--- config.mk ---
export PLATFORM = sky130hd
export DESIGN_NAME = ya_fifo_rr_drain_arbiter
export DESIGN_NICKNAME = d
export VERILOG_FILES = /design/src/rtl/ya_fifo_rr_drain_arbiter.sv
export SDC_FILE = /design/constraint.sdc
export NUM_CORES = 1
export LEC_CHECK = 0
export CAP_MARGIN = 40
export CORE_ASPECT_RATIO = 2
export CORE_MARGIN = 5
export CORE_UTILIZATION = 50
export DETAILED_ROUTE_END_ITERATION = 12
export HOLD_SLACK_MARGIN = 0.02
export PLACE_DENSITY = 0.83
export SLEW_MARGIN = 20
export SYNTH_ARGS = -nofsm -noshare
export SYNTH_HDL_FRONTEND = slang
export SYNTH_SLANG_ARGS = --single-unit
--- constraint.sdc ---
create_clock -name i_clk -period 8.5 [get_ports i_clk]
set_input_delay 1.275 -clock i_clk [delete_from_list [all_inputs] [get_ports i_clk]]
set_output_delay 1.275 -clock i_clk [all_outputs]
set_load 0.005 [all_outputs]
--- src/rtl/ya_fifo_rr_drain_arbiter.sv ---
// Round-robin drain of N_CH non-FWFT FIFO read ports into one tagged valid/ready stream.
// Optional per-channel pop counters on o_word_cnt when YA_FIFO_ARB_CNT_EN is defined.
module ya_fifo_rr_drain_arbiter #(
    parameter int N_CH      = 4,
    parameter int WORD_SIZE = 8,
    parameter int BURST_LEN = 4,
    localparam int CH_W     = $clog2(N_CH)
) (
    input  logic                      i_clk,
    input  logic                      i_reset,
    input  logic [N_CH-1:0]           i_fifo_not_empty,
    output logic [N_CH-1:0]           o_fifo_re,
    input  logic [N_CH*WORD_SIZE-1:0] i_fifo_data,
    output logic                      o_valid,
    input  logic                      i_ready,
    output logic [WORD_SIZE-1:0]      o_data,
    output logic [CH_W-1:0]           o_ch,
    output logic                      o_busy
`ifdef YA_FIFO_ARB_CNT_EN
    ,
    output logic [N_CH*16-1:0]        o_word_cnt
`endif
);

    localparam int CNT_W = $clog2(BURST_LEN + 1);

    typedef enum logic {
        ST_IDLE,
        ST_GRANT
    } state_t;

    typedef struct packed {
        logic [CH_W-1:0]      ch;
        logic [WORD_SIZE-1:0] data;
    } entry_t;

    state_t            state_q, state_d;
    logic [CH_W-1:0]   grant_q, grant_d;
    logic [CH_W-1:0]   last_grant_q, last_grant_d;
    logic [CNT_W-1:0]  burst_cnt_q, burst_cnt_d;
    logic              rd_pend_q;
    logic [CH_W-1:0]   rd_ch_q;

    entry_t            buf_q [2];
    logic              wr_ptr_q, wr_ptr_d;
    logic              rd_ptr_q, rd_ptr_d;
    logic [1:0]        occ_q, occ_d;

    logic [WORD_SIZE-1:0] fifo_word [N_CH];
    logic              push;
    logic              pop;
    logic [2:0]        credit_lvl;
    logic              credit_ok;
    logic              rr_found;
    logic [CH_W-1:0]   rr_pick;
    int unsigned       rr_idx;
    entry_t            head;

    for (genvar k = 0; k < N_CH; k++) begin : g_unpack
        assign fifo_word[k] = i_fifo_data[k*WORD_SIZE +: WORD_SIZE];
    end

    assign push = rd_pend_q;
    assign pop  = o_valid & i_ready;

    // A read may only start if its word is guaranteed a buffer slot when it lands.
    always_comb begin
        credit_lvl = {1'b0, occ_q} + {2'b00, rd_pend_q} - {2'b00, pop};
        credit_ok  = (credit_lvl <= 3'd1);
    end

    always_comb begin
        rr_found = 1'b0;
        rr_pick  = '0;
        rr_idx   = 0;
        for (int i = 1; i <= N_CH; i++) begin
            rr_idx = int'(last_grant_q) + i;
            if (rr_idx >= N_CH) begin
                rr_idx = rr_idx - N_CH;
            end
            if (!rr_found && i_fifo_not_empty[CH_W'(rr_idx)]) begin
                rr_found = 1'b1;
                rr_pick  = CH_W'(rr_idx);
            end
        end
    end

    always_comb begin
        // NOTE: every output of this block gets a default first, so no path can infer a latch.
        state_d      = state_q;
        grant_d      = grant_q;
        last_grant_d = last_grant_q;
        burst_cnt_d  = burst_cnt_q;
        o_fifo_re    = '0;

        case (state_q)
            ST_IDLE: begin
                if (rr_found) begin
                    grant_d     = rr_pick;
                    burst_cnt_d = '0;
                    state_d     = ST_GRANT;
                end
            end
            ST_GRANT: begin
                if (i_fifo_not_empty[grant_q] && credit_ok && !rd_pend_q) begin
                    o_fifo_re[grant_q] = 1'b1;
                    burst_cnt_d        = burst_cnt_q + CNT_W'(1);
                end
                // not_empty is only trustworthy once the previous read has settled.
                if ((burst_cnt_d == CNT_W'(BURST_LEN)) ||
                    (!i_fifo_not_empty[grant_q] && !rd_pend_q)) begin
                    state_d      = ST_IDLE;
                    last_grant_d = grant_q;
                end
            end
            default: begin
                state_d = ST_IDLE;
            end
        endcase
    end

    always_ff @(posedge i_clk or negedge i_reset) begin
        if (!i_reset) begin
            state_q      <= ST_IDLE;
            grant_q      <= '0;
            last_grant_q <= CH_W'(N_CH - 1);
            burst_cnt_q  <= '0;
            rd_pend_q    <= 1'b0;
            rd_ch_q      <= '0;
        end else begin
            // NOTE: state registers use non-blocking assignments so every flop samples pre-edge values.
            state_q      <= state_d;
            grant_q      <= grant_d;
            last_grant_q <= last_grant_d;
            burst_cnt_q  <= burst_cnt_d;
            rd_pend_q    <= |o_fifo_re;
            if (|o_fifo_re) begin
                rd_ch_q <= grant_q;
            end
        end
    end

    always_comb begin
        wr_ptr_d = wr_ptr_q;
        rd_ptr_d = rd_ptr_q;
        occ_d    = occ_q;
        if (push) begin
            wr_ptr_d = ~wr_ptr_q;
        end
        if (pop) begin
            rd_ptr_d = ~rd_ptr_q;
        end
        case ({push, pop})
            2'b10:   occ_d = occ_q + 2'd1;
            2'b01:   occ_d = occ_q - 2'd1;
            default: occ_d = occ_q;
        endcase
    end

    always_ff @(posedge i_clk or negedge i_reset) begin
        if (!i_reset) begin
            // NOTE: the two buffer entries are reset because the head drives o_data, which must read 0 after reset.
            buf_q[0] <= '0;
            buf_q[1] <= '0;
            wr_ptr_q <= 1'b0;
            rd_ptr_q <= 1'b0;
            occ_q    <= 2'd0;
        end else begin
            if (push) begin
                buf_q[wr_ptr_q] <= '{ch: rd_ch_q, data: fifo_word[rd_ch_q]};
            end
            wr_ptr_q <= wr_ptr_d;
            rd_ptr_q <= rd_ptr_d;
            occ_q    <= occ_d;
        end
    end

    assign head    = buf_q[rd_ptr_q];
    assign o_valid = (occ_q != 2'd0);
    assign o_data  = head.data;
    assign o_ch    = head.ch;
    assign o_busy  = (state_q == ST_GRANT) | rd_pend_q | (occ_q != 2'd0);

`ifdef YA_FIFO_ARB_CNT_EN
    logic [15:0] word_cnt_q [N_CH];

    always_ff @(posedge i_clk or negedge i_reset) begin
        if (!i_reset) begin
            for (int k = 0; k < N_CH; k++) begin
                word_cnt_q[k] <= '0;
            end
        end else if (pop) begin
            word_cnt_q[o_ch] <= word_cnt_q[o_ch] + 16'd1;
        end
    end

    for (genvar k = 0; k < N_CH; k++) begin : g_cnt_out
        assign o_word_cnt[k*16 +: 16] = word_cnt_q[k];
    end
`endif

    a_re_onehot: assert property (@(posedge i_clk) disable iff (!i_reset) $onehot0(o_fifo_re));
    a_no_overflow: assert property (@(posedge i_clk) disable iff (!i_reset)
        !(push && !pop && (occ_q == 2'd2)));

endmodule

==> results of run 1 <==
layout make-up:
class	instances	area [um^2]
fill	278	1210
clock inverter	1	5.00
multi-input combinational	102	990
inverter	6	22.5
timing repair buffer	56	556
clock buffer	7	76.3
tap	51	63.8
sequential	35	878
per-stage QoR:
stage | instance area (um^2) | utilization | std cells | setup WS, ns
floorplan | 1920 | - | 151 | 4.04
global placement | 2500 | 0.658 | 249 | 3.03
detailed placement | 2510 | 0.660 | 250 | 2.87
CTS | 2590 | 0.681 | 258 | 2.87
global route | 2590 | 0.681 | 258 | 2.70
finish | 2590 | 0.681 | 258 | 2.87
sequential cells by signal, summed over array words and instances, names as in the netlist:
| signal | flops |
|---|---|
| burst_cnt_q | 3 |
| occ_q | 2 |
| rd_ptr_q | 1 |
| buf_q | 20 |
| wr_ptr_q | 1 |
| state_q | 1 |
| grant_q | 2 |
| last_grant_q | 2 |
| rd_ch_q | 2 |
| push | 1 |
layer usage:
layer  vias to the layer above  GRT usage
met1                       722      0.199
li1                        661          -
met3                         6     0.0568
met4                         0     0.0709
met5                         -          0
met2                        42      0.317
worst max-delay path, cell delays in order:
cell and delay (ns):
sky130_fd_sc_hd__clkdlybuf4s50_1 0.50, sky130_fd_sc_hd__nand2_1 0.13, sky130_fd_sc_hd__xnor2_1 0.23, sky130_fd_sc_hd__ha_1 0.18
sky130_fd_sc_hd__inv_1 0.05, sky130_fd_sc_hd__fa_1 0.48, sky130_fd_sc_hd__nor2b_1 0.22, sky130_fd_sc_hd__and3_4 0.26
sky130_fd_sc_hd__and2_1 0.24, sky130_fd_sc_hd__nor3b_1 0.23, sky130_fd_sc_hd__clkdlybuf4s50_1 0.55
power by group through the flow:
stage	Sequential (mW)	Combinational, mW	Clock (mW)
global placement	0.337	0.409	0
floorplan	0.290	0.308	0
detailed placement	0.346	0.423	0
CTS	0.343	0.428	0.117
finish	0.342	0.422	0.113
global route	0.358	0.458	0.124
cells in the final DEF, fill, tap and decap left out, types with 2 or more instances in the layout:
cell and n:
sky130_fd_sc_hd__a22o_1 2, sky130_fd_sc_hd__buf_4 2, sky130_fd_sc_hd__nor2_1 5, sky130_fd_sc_hd__xnor2_1 3, sky130_fd_sc_hd__mux2_2 29, sky130_fd_sc_hd__nand2_1 8, sky130_fd_sc_hd__nor3b_1 2, sky130_fd_sc_hd__nor2b_1 4
sky130_fd_sc_hd__xor2_1 3, sky130_fd_sc_hd__mux4_2 9, sky130_fd_sc_hd__clkbuf_8 5, sky130_fd_sc_hd__mux2_1 2, sky130_fd_sc_hd__inv_1 6, sky130_fd_sc_hd__a21oi_1 3, sky130_fd_sc_hd__a31oi_1 2, sky130_fd_sc_hd__ha_1 2
sky130_fd_sc_hd__clkdlybuf4s50_1 54, sky130_fd_sc_hd__o21ai_0 8, sky130_fd_sc_hd__mux2i_1 2, sky130_fd_sc_hd__dfrtp_1 33, sky130_fd_sc_hd__clkbuf_1 2, sky130_fd_sc_hd__dfstp_2 2
cells by family (layout without fill, tap and decap cells):
kind of cell               Yosys count  count (layout)  share of synthesized area
xor gates and xnor gates             6               6                     0.0273
AOI/OAI and AO/OA                   22              22                     0.0820
adders and majority gates            3               3                     0.0234
and+or+nand+nor                     29              29                     0.0846
DFF                                 35              35                      0.457
buffers and inverters               14              70                     0.0280
muxes                               42              42                      0.298
path summary, 6_finish.rpt:
| check | startpoint | end | slack (ns) | cells past startpoint |
|---|---|---|---|---|
| worst max-delay path | i_ready | o_fifo_re[0] | 2.87 | 11 |
| max in group asynchronous | i_reset | last_grant_q[0] | 6.76 | 2 |
| worst min register to register | buf_q[8] | buf_q[8] | 0.48 | 2 |
| worst max register to register | occ_q[1] | last_grant_q[0] | 5.49 | 11 |
| worst min-delay path | buf_q[8] | buf_q[8] | 0.48 | 2 |
| min in group asynchronous | i_reset | buf_q[2] | 1.39 | 2 |
==> load_flow_metrics.sql, run 1 <==
INSERT INTO impl_metrics (metric_group, metric, value, unit) VALUES
('power', 'p_int', '581', 'uW'),
('outcome', 'status', 'finished clean', ''),
('power', 'power.sequential.fraction', '0.390', ''),
('clocking', 'tritoncts', 'yes', ''),
('sta', 'worst-slew-pin-transition', '0.566', 'ns'),
('power', 'total_power', '876', 'uW'),
('global_route', 'globalRouteTotalUtil', '0.184', ''),
('die', 'initial_utilization', '0.505', ''),
('clocking', 'post_cts.repair.setup_buffers', '0', ''),
('worst_setup_path', 'timing.setup.critical_path_class', 'primary input to primary output', ''),
('routing', 'wirelength_met1', '1.51', 'mm'),
('layout', 'final_layout_size_suffix_gt1_frac', '0.256', ''),
('synthesis', 'post-synth-top-area-cell', 'sky130_fd_sc_hd__dfrtp_1', ''),
('synthesis', 'async_flop_share', '1.00', ''),
('clocking', 'postCtsResizedCells', '0', ''),
('global_route', 'grt_pass1_wl', '7.08', 'mm'),
('synthesis', 'avg_synthesized_cell_area', '12.7', 'um^2'),
('synthesis', 'synth_cells', '151', ''),
('worst_setup_path', 'worst_ep_arrival_time', '4.35', 'ns'),
('sta', 'timing.final.crit_share', '0.662', ''),
('sta', 'skew', '0.00293', 'ns'),
('routing', 'detail_route.wirelength', '4.29', 'mm'),
('routing', 'routed-via-count', '1431', ''),
('power', 'power.net_switching', '295', 'uW'),
('routing', 'via_per_inst', '5.55', ''),
('routing', 'detailroute.wirelength.met2', '2.41', 'mm'),
('die', 'die-area', '5260', 'um^2'),
('worst_setup_path', 'crit_path_end_kind', 'primary output', ''),
('worst_setup_path', 'path_max_fanout', '7', ''),
('routing', 'maxUsedRoutingLayer', 'met4', ''),
('routing', 'met3_length', '279', 'um'),
('sta', 'final-hold-violation-count', '0', ''),
('routing', 'drtPass1Iterations', '4', ''),
('synthesis', 'synth_enable_flop_cells', '0', ''),
('sta', 'rsz0062_at_grt', 'no', ''),
('routing', 'drt_iter0_markers', '16', ''),
('global_route', 'pin_count_of_the_biggest_net_entering_global_routing', '36', ''),
('synthesis', 'ys.flop_type', 'sky130_fd_sc_hd__dfrtp_1', ''),
('layout', 'nets', '248', ''),
('die', 'floorplan.die.width', '53.8', 'um'),
('synthesis', 'synth.ff_latch_count', '35', ''),
('placement', 'place.gp.congestion', '0.777', ''),
('synthesis', 'yosys.area.top_type_share', '0.430', ''),
('synthesis', 'most_used_standard_cell_by_instance_count_after_synthesis', 'sky130_fd_sc_hd__dfrtp_1', ''),
('die', 'num_io_pins', '55', ''),
('die', 'placement_rows', '32', ''),
('placement', 'port_buffers', '54', ''),
('run', 'maxCapViolations', '0', ''),
('clocking', 'cts_sinks', '35', ''),
('synthesis', 'synth_nets', '193', ''),
('power', 'p_sw_frac', '0.337', ''),
('synthesis', 'yosys-top-cells-area', 'sky130_fd_sc_hd__dfrtp_1 (43%), sky130_fd_sc_hd__mux2_2 (17%), sky130_fd_sc_hd__mux4_2 (11%)', ''),
('sta', 'final_max_slew_viol_count', '0', ''),
('global_route', 'number_of_global_route_vias_before_repair', '1547', ''),
('synthesis', 'synthesis.area', '1920', 'um^2'),
('synthesis', 'synthTopCellsByCount', 'sky130_fd_sc_hd__dfrtp_1 (33), sky130_fd_sc_hd__mux2_2 (29), sky130_fd_sc_hd__mux4_2 (9)', ''),
('power', 'max-vdd-ir-drop', '0.000244', 'V'),
('clocking', 'maximum_number_of_buffers_from_clock_root_to_sink', '2', ''),
('global_route', 'antenna_found_initial', '0', ''),
('clocking', 'cts_root_buffer', 'sky130_fd_sc_hd__clkbuf_8', ''),
('clocking', 'numCtsBuffers', '5', ''),
('layout', 'area_delta_synth_final', '34.8', '%'),
('power', 'clock_power_share', '0.129', ''),
('min_path', 'hold_path_class', 'flop to flop', ''),
('clocking', 'ctsHoldBuffers', '0', ''),
('synthesis', 'synth.lib_cells_used.distinct', '38', ''),
('sta', 'sum_of_negative_setup_slack', '0', 'ns'),
('layout', 'n_antenna_cell', '0', ''),
('routing', 'route.detailed.wl_per_inst', '16.6', 'um'),
('power', 'combPwrFrac', '0.481', ''),
('routing', 'drt_drc_violations_left', '0', '');
(Power assumes the default switching activity.)
==> inputs of run 2 (changes only) <==
CORE_UTILIZATION = 43   (was 50)
PLACE_DENSITY = 0.76   (was 0.83)
clock period = 4.75 ns   (was 8.5 ns; I/O delays follow)
==> run 2 against run 1 <==
Setup slack got worse by 2.6 ns. Final cell count up 1.2%. First-iteration DRC count rose to 2.5 times the previous value. Critical endpoint unchanged. Cell area rose by 1.8%. Critical path type unchanged.
==> load_flow_metrics.sql, run 2 (synthesized netlist as in run 1, its figures left out) <==
INSERT INTO impl_metrics (metric_group, metric, value, unit) VALUES
('die', 'placement_rows', '34', ''),
('global_route', 'grt_pass1_wl', '7.61', 'mm'),
('global_route', 'number_of_global_route_vias_before_repair', '1614', ''),
('clocking', 'cts_sinks', '35', ''),
('sta', 'final_max_slew_viol_count', '0', ''),
('layout', 'most_used_cells_in_the_layout_excluding_fill_and_tap_cells', 'sky130_fd_sc_hd__clkdlybuf4s50_1 (54), sky130_fd_sc_hd__dfrtp_1 (33), sky130_fd_sc_hd__mux2_2 (29)', ''),
('power', 'max-vdd-ir-drop', '0.000393', 'V'),
('routing', 'antenna_violating_nets_post_route', '0', ''),
('sta', 'final-hold-violation-count', '0', ''),
('global_route', 'pin_count_of_the_biggest_net_entering_global_routing', '36', ''),
('die', 'core', '4340', 'um^2'),
('routing', 'detail_route.wirelength', '4.59', 'mm'),
('global_route', 'antenna_found_initial', '0', ''),
('clocking', 'tritoncts', 'yes', ''),
('sta', 'sum_of_negative_setup_slack', '0', 'ns'),
('worst_setup_path', 'timing.critical_path.from_type', 'primary input', ''),
('worst_setup_path', 'worst_ep_arrival_time', '3.81', 'ns'),
('worst_setup_path', 'timing.setup.critical_path_class', 'primary input to primary output', ''),
('clocking', 'ctsHoldBuffers', '0', ''),
('worst_setup_path', 'r2r_end', 'last_grant_q[0]', ''),
('layout', 'area_delta_synth_final', '37.3', '%'),
('layout', 'number_of_flip_flops_in_the_largest_register', '20', ''),
('placement', 'place.gp.congestion', '0.754', ''),
('routing', 'routed-via-count', '1430', ''),
('min_path', 'holdPathStages', '2', ''),
('routing', 'drt_iter0_markers', '40', ''),
('global_route', 'grt-ovfl-total', '0', ''),
('power', 'total_power', '1.66', 'mW'),
('sta', 'relative_slew_slack', '0.617', ''),
('power', 'p_int', '1.11', 'mW'),
('clocking', 'insertion_delay', '0.28', 'ns'),
('sta', 'finalSetupViolCount', '0', ''),
('routing', 'route.detailed.wl_per_inst', '17.6', 'um'),
('placement', 'place_area', '2510', 'um^2'),
('routing', 'drt_drc_violations_left', '0', ''),
('clocking', 'post_cts.repair.setup_buffers', '0', ''),
('sta', 'maxClockFrequency', '221', 'MHz'),
('sta', 'hold_ws', '0.483', 'ns'),
('layout', 'final_common_cell', 'sky130_fd_sc_hd__clkdlybuf4s50_1', ''),
('worst_setup_path', 'slowest_stage', 'sky130_fd_sc_hd__clkdlybuf4s50_1', ''),
('layout', 'layout_top_registers', 'buf_q (20), burst_cnt_q (3)', ''),
('worst_setup_path', 'path_cells', 'clkdlybuf4s50_1, nand2_1, xnor2_2, ha_1, inv_1, fa_1, nor2b_1, and3_4, and2_1, nor3b_1, clkdlybuf4s50_1', ''),
('worst_setup_path', 'ff2ff_path_depth', '11', ''),
('routing', 'drtPass1Iterations', '4', ''),
('layout', 'regMostFlops', 'buf_q', ''),
('power', 'combPwrFrac', '0.465', ''),
('power', 'p_sw_frac', '0.330', ''),
('clocking', 'postCtsResizedCells', '0', ''),
('worst_setup_path', 'path_max_fanout', '7', ''),
('layout', 'total_non_filler_cell_area_in_the_finished_layout', '2640', 'um^2'),
('power', 'pwr_density_cell', '628', 'nW/um^2'),
('worst_setup_path', 'crit_path_end_kind', 'primary output', ''),
('min_path', 'hold_path_class', 'flop to flop', ''),
('die', 'floorplan.die.height', '105', 'um'),
('clocking', 'clk_pin_slew_worst_paths', '0.07', 'ns'),
('layout', 'n_antenna_cell', '0', ''),
('placement', 'port_buffers', '54', ''),
('sta', 'rsz0062_at_grt', 'no', ''),
('worst_setup_path', 'critical_path.reg2reg.startpoint', 'occ_q[1]', ''),
('outcome', 'status', 'finished clean', ''),
('routing', 'via_per_inst', '5.48', ''),
('placement', 'hpwlAfterDp', '3.53', 'mm'),
('power', 'power.net_switching', '546', 'uW'),
('worst_setup_path', 'register_to_register_setup_slack', '1.70', 'ns'),
('min_path', 'worstHoldEndpoint', 'buf_q[9]', ''),
('die', 'num_io_pins', '55', ''),
('clocking', 'numCtsBuffers', '5', ''),
('min_path', 'holdCritStartpoint', 'buf_q[9]', ''),
('die', 'floorplan.die.width', '57.3', 'um'),
('worst_setup_path', 'worst-endpoint-required', '4.04', 'ns'),
('worst_setup_path', 'critical-path-max-stage-delay', '0.54', 'ns'),
('clocking', 'cts_root_buffer', 'sky130_fd_sc_hd__clkbuf_8', ''),
('run', 'maxCapViolations', '0', ''),
('sta', 'timing.final.crit_share', '0.951', ''),
('sta', 'period_minus_slack', '4.52', 'ns'),
('worst_setup_path', 'crit_top_cell', 'sky130_fd_sc_hd__clkdlybuf4s50_1', ''),
('layout', 'final_layout_size_suffix_gt1_frac', '0.271', ''),
('sta', 'skew', '0.00359', 'ns'),
('sta', 'worst-slew-pin-transition', '0.570', 'ns'),
('power', 'power.sequential.fraction', '0.369', ''),
('layout', 'nets', '248', ''),
('clocking', 'htreeDepth', '2', ''),
('power', 'clock_power_share', '0.165', ''),
('clocking', 'maximum_number_of_buffers_from_clock_root_to_sink', '2', ''),
('global_route', 'globalRouteTotalUtil', '0.162', ''),
('power', 'power.static_leakage', '1.09', 'nW'),
('die', 'initial_utilization', '0.443', ''),
('die', 'die-area', '5990', 'um^2');
[run 2: power by group through the flow]
stage	logic (mW)	clock network [mW]	registers, mW
final	0.771	0.274	0.611
after detailed placement	0.765	0	0.619
after global routing	0.835	0.295	0.639
after floorplan	0.551	0	0.519
after global placement	0.728	0	0.603
after CTS	0.778	0.280	0.612
[run 2: cell type report]
| cell class | count | area, um^2 |
|---|---|---|
| clock inverter | 2 | 35.0 |
| inverter | 6 | 22.5 |
| sequential | 35 | 878 |
| timing repair buffer | 56 | 556 |
| fill | 372 | 1700 |
| tap | 54 | 67.6 |
| multi-input combinational | 102 | 997 |
| clock buffer | 6 | 82.6 |
[run 2: metal layers]
metal	track usage	wire [um]
met3	0.0395	280
met2	0.298	2630
met1	0.172	1600
met4	0.0580	89
met5	0	0
[run 2: worst max-delay path, delay by kind of cell]
family                   cells  cell delay, ns
buffers and inverters        3            1.10
AND/OR/NAND/NOR              5            1.12
XOR/XNOR                     1            0.20
adder cells (fa/ha/maj)      2            0.66
[run 2: worst max path at each step]
stage	from	to	slack, ns	cells after the start
after floorplan	occ_q[1]	o_fifo_re[0]	1.37	11
after global placement	i_ready	o_fifo_re[0]	0.39	11
after detailed placement	i_ready	o_fifo_re[0]	0.20	11
after CTS	i_ready	o_fifo_re[0]	0.15	11
after global routing	i_ready	o_fifo_re[0]	0.03	11
final	i_ready	o_fifo_re[0]	0.23	11
[run 2: per-stage QoR]
stage          utilization  worst slack (ns)  instances
2_1_floorplan            -              1.37        151
3_3_place_gp         0.578             0.393        252
3_5_place_dp         0.579             0.195        253
4_1_cts              0.606             0.146        261
5_1_grt              0.608            0.0286        261
6_report             0.608             0.231        261
==> inputs of run 3 (changes only) <==
RECOVER_POWER = 50   (was default)
clock period = 4.1 ns   (was 4.75 ns; I/O delays follow)
==> run 3 against run 2 <==
The flow now finishes with violations (capacitance limit, slew limit). Combinational power rose by 21%. Die area is the same. Register-to-register slack got worse by 0.56 ns. Clock power is 19% lower. Global-route usage barely moved. Wire length fell by 0.83%. Hold slack got worse by 0.0032 ns. Final cell count rose by 0.38%. Critical endpoint unchanged. Largest cell class unchanged. Largest power group unchanged.
==> load_flow_metrics.sql, run 3 (synthesized netlist as in run 1, its figures left out) <==
INSERT INTO impl_metrics (metric_group, metric, value, unit) VALUES
('sta', 'relative_slew_slack', '-0.221', ''),
('min_path', 'hold_path_class', 'flop to flop', ''),
('die', 'initial_utilization', '0.443', ''),
('layout', 'finalNonFillerCells', '262', ''),
('layout', 'total_non_filler_cell_area_in_the_finished_layout', '2630', 'um^2'),
('placement', 'place.gp.congestion', '0.747', ''),
('clocking', 'ctsHoldBuffers', '0', ''),
('layout', 'number_of_flip_flops_in_the_largest_register', '20', ''),
('sta', 'final_max_slew_viol_count', '36', ''),
('global_route', 'grt_pass1_wl', '7.51', 'mm'),
('power', 'pwr_density_cell', '711', 'nW/um^2'),
('routing', 'drt_iter0_markers', '27', ''),
('outcome', 'failed_checks', 'capacitance limit, slew limit', ''),
('clocking', 'htreeDepth', '2', ''),
('clocking', 'tritoncts', 'yes', ''),
('global_route', 'number_of_global_route_vias_before_repair', '1548', ''),
('die', 'core', '4340', 'um^2'),
('worst_setup_path', 'path_max_fanout', '7', ''),
('worst_setup_path', 'crit_path_end_kind', 'primary output', ''),
('sta', 'maxClockFrequency', '253', 'MHz'),
('worst_setup_path', 'timing.critical_path.from_type', 'primary input', ''),
('placement', 'total_placed_cells_including_tap_cells', '256', ''),
('clocking', 'post_cts.repair.setup_buffers', '0', ''),
('clocking', 'clk_pin_slew_worst_paths', '0.06', 'ns'),
('die', 'die-area', '5990', 'um^2'),
('global_route', 'grt-ovfl-total', '0', ''),
('layout', 'final_layout_size_suffix_gt1_frac', '0.279', ''),
('layout', 'n_antenna_cell', '0', ''),
('layout', 'area_delta_synth_final', '36.7', '%'),
('outcome', 'status', 'finished with violations', ''),
('layout', 'fillCellCount', '375', ''),
('clocking', 'postCtsResizedCells', '3', ''),
('layout', 'nets', '251', ''),
('routing', 'antenna_violating_nets_post_route', '0', ''),
('sta', 'finalSetupViolCount', '0', ''),
('routing', 'detail_route.wirelength', '4.56', 'mm'),
('layout', 'most_used_cells_in_the_layout_excluding_fill_and_tap_cells', 'sky130_fd_sc_hd__clkdlybuf4s50_1 (53), sky130_fd_sc_hd__dfrtp_1 (32), sky130_fd_sc_hd__mux2_2 (29)', ''),
('routing', 'drtPass1Iterations', '4', ''),
('sta', 'period_minus_slack', '3.96', 'ns'),
('run', 'maxCapViolations', '1', ''),
('global_route', 'globalRouteTotalUtil', '0.162', ''),
('sta', 'rsz0062_at_grt', 'no', ''),
('sta', 'timing.final.crit_share', '0.965', ''),
('die', 'placement_rows', '34', ''),
('routing', 'route.detailed.wl_per_inst', '17.4', 'um'),
('clocking', 'insertion_delay', '0.28', 'ns'),
('routing', 'via_per_inst', '5.27', ''),
('worst_setup_path', 'worst-endpoint-required', '3.48', 'ns'),
('sta', 'final-hold-violation-count', '0', ''),
('placement', 'hpwlAfterDp', '3.53', 'mm'),
('die', 'floorplan.die.height', '105', 'um'),
('die', 'floorplan.die.width', '57.3', 'um'),
('global_route', 'pin_count_of_the_biggest_net_entering_global_routing', '36', ''),
('worst_setup_path', 'timing.setup.critical_path_class', 'primary input to primary output', ''),
('sta', 'hold_ws', '0.480', 'ns'),
('worst_setup_path', 'worst_ep_arrival_time', '3.34', 'ns'),
('clocking', 'numCtsBuffers', '5', ''),
('placement', 'place_area', '2540', 'um^2'),
('placement', 'port_buffers', '54', ''),
('sta', 'skew', '0.00598', 'ns'),
('power', 'total_power', '1.87', 'mW'),
('layout', 'layout_top_registers', 'buf_q (20), burst_cnt_q (3)', ''),
('clocking', 'maximum_number_of_buffers_from_clock_root_to_sink', '2', ''),
('sta', 'worst-slew-pin-transition', '1.83', 'ns'),
('routing', 'routed-via-count', '1382', ''),
('power', 'max-vdd-ir-drop', '0.000466', 'V'),
('global_route', 'antenna_found_initial', '0', ''),
('clocking', 'cts_root_buffer', 'sky130_fd_sc_hd__clkbuf_8', ''),
('routing', 'drt_drc_violations_left', '0', ''),
('power', 'power.static_leakage', '1.09', 'nW'),
('die', 'num_io_pins', '55', ''),
('layout', 'regMostFlops', 'buf_q', ''),
('layout', 'final_common_cell', 'sky130_fd_sc_hd__clkdlybuf4s50_1', ''),
('clocking', 'cts_sinks', '35', '');
run 3: cell count changes in the layout (fill, tap and decap cells not counted), sizes merged:
cell           before  now
clkbuf              6    8
buf                 2    3
bufinv              1    0
clkdlybuf4s50      54   53
clkinv              1    0
dlygate4sd3         0    1
run 3: critical path: stages:
cell                              delay, ns
sky130_fd_sc_hd__clkdlybuf4s50_1       0.49
sky130_fd_sc_hd__nand2_1               0.11
sky130_fd_sc_hd__xnor2_2               0.16
sky130_fd_sc_hd__ha_1                  0.17
sky130_fd_sc_hd__inv_1                 0.05
sky130_fd_sc_hd__fa_1                  0.50
sky130_fd_sc_hd__nor2b_4               0.17
sky130_fd_sc_hd__and3_4                0.20
sky130_fd_sc_hd__and2_4                0.17
sky130_fd_sc_hd__nor3b_1               0.18
sky130_fd_sc_hd__clkdlybuf4s50_1       0.53
run 3: through the flow:
| stage | setup slack [ns] | setup TNS [ns] | util |
|---|---|---|---|
| floorplan | 0.821 | 0 | - |
| detailed placement | -0.0427 | -0.116 | 0.584 |
| global placement | 0.0536 | 0 | 0.583 |
| global route | 0.00204 | 0 | 0.606 |
| CTS | 0.0682 | 0 | 0.604 |
| finish | 0.142 | 0 | 0.606 |
run 3: path summary, 6_finish.rpt:
kind	start	end	slack [ns]	cells past startpoint
max in group asynchronous	i_reset	occ_q[1]	1.54	2
max reg2reg	occ_q[1]	last_grant_q[1]	1.14	12
min in group asynchronous	i_reset	buf_q[12]	1.37	2
min	buf_q[9]	buf_q[9]	0.48	2
max	i_ready	o_fifo_re[0]	0.14	11
min reg2reg	buf_q[9]	buf_q[9]	0.48	2
run 3: layout make-up:
type	instances	area [um^2]	area share
multi-input cells	102	1010	0.386
flip-flops and latches	35	880	0.335
repair buffers	59	571	0.217
clock buffers	6	72.6	0.0276
well taps	54	67.6	0.0257
inverters	6	22.5	0.00857
run 3: per-layer routing:
layer  track usage  vias up  wire length [um]
li1              -      664                 -
met1         0.166      673              1630
met2         0.301       41              2610
met3        0.0444        4               259
met4        0.0597        0                49
met5             0        -                 0
run 3: power breakdown:
group	internal (mW)	switching [mW]	total (mW)
clock network	0.113	0.109	0.222
logic	0.613	0.320	0.933
registers	0.515	0.198	0.713
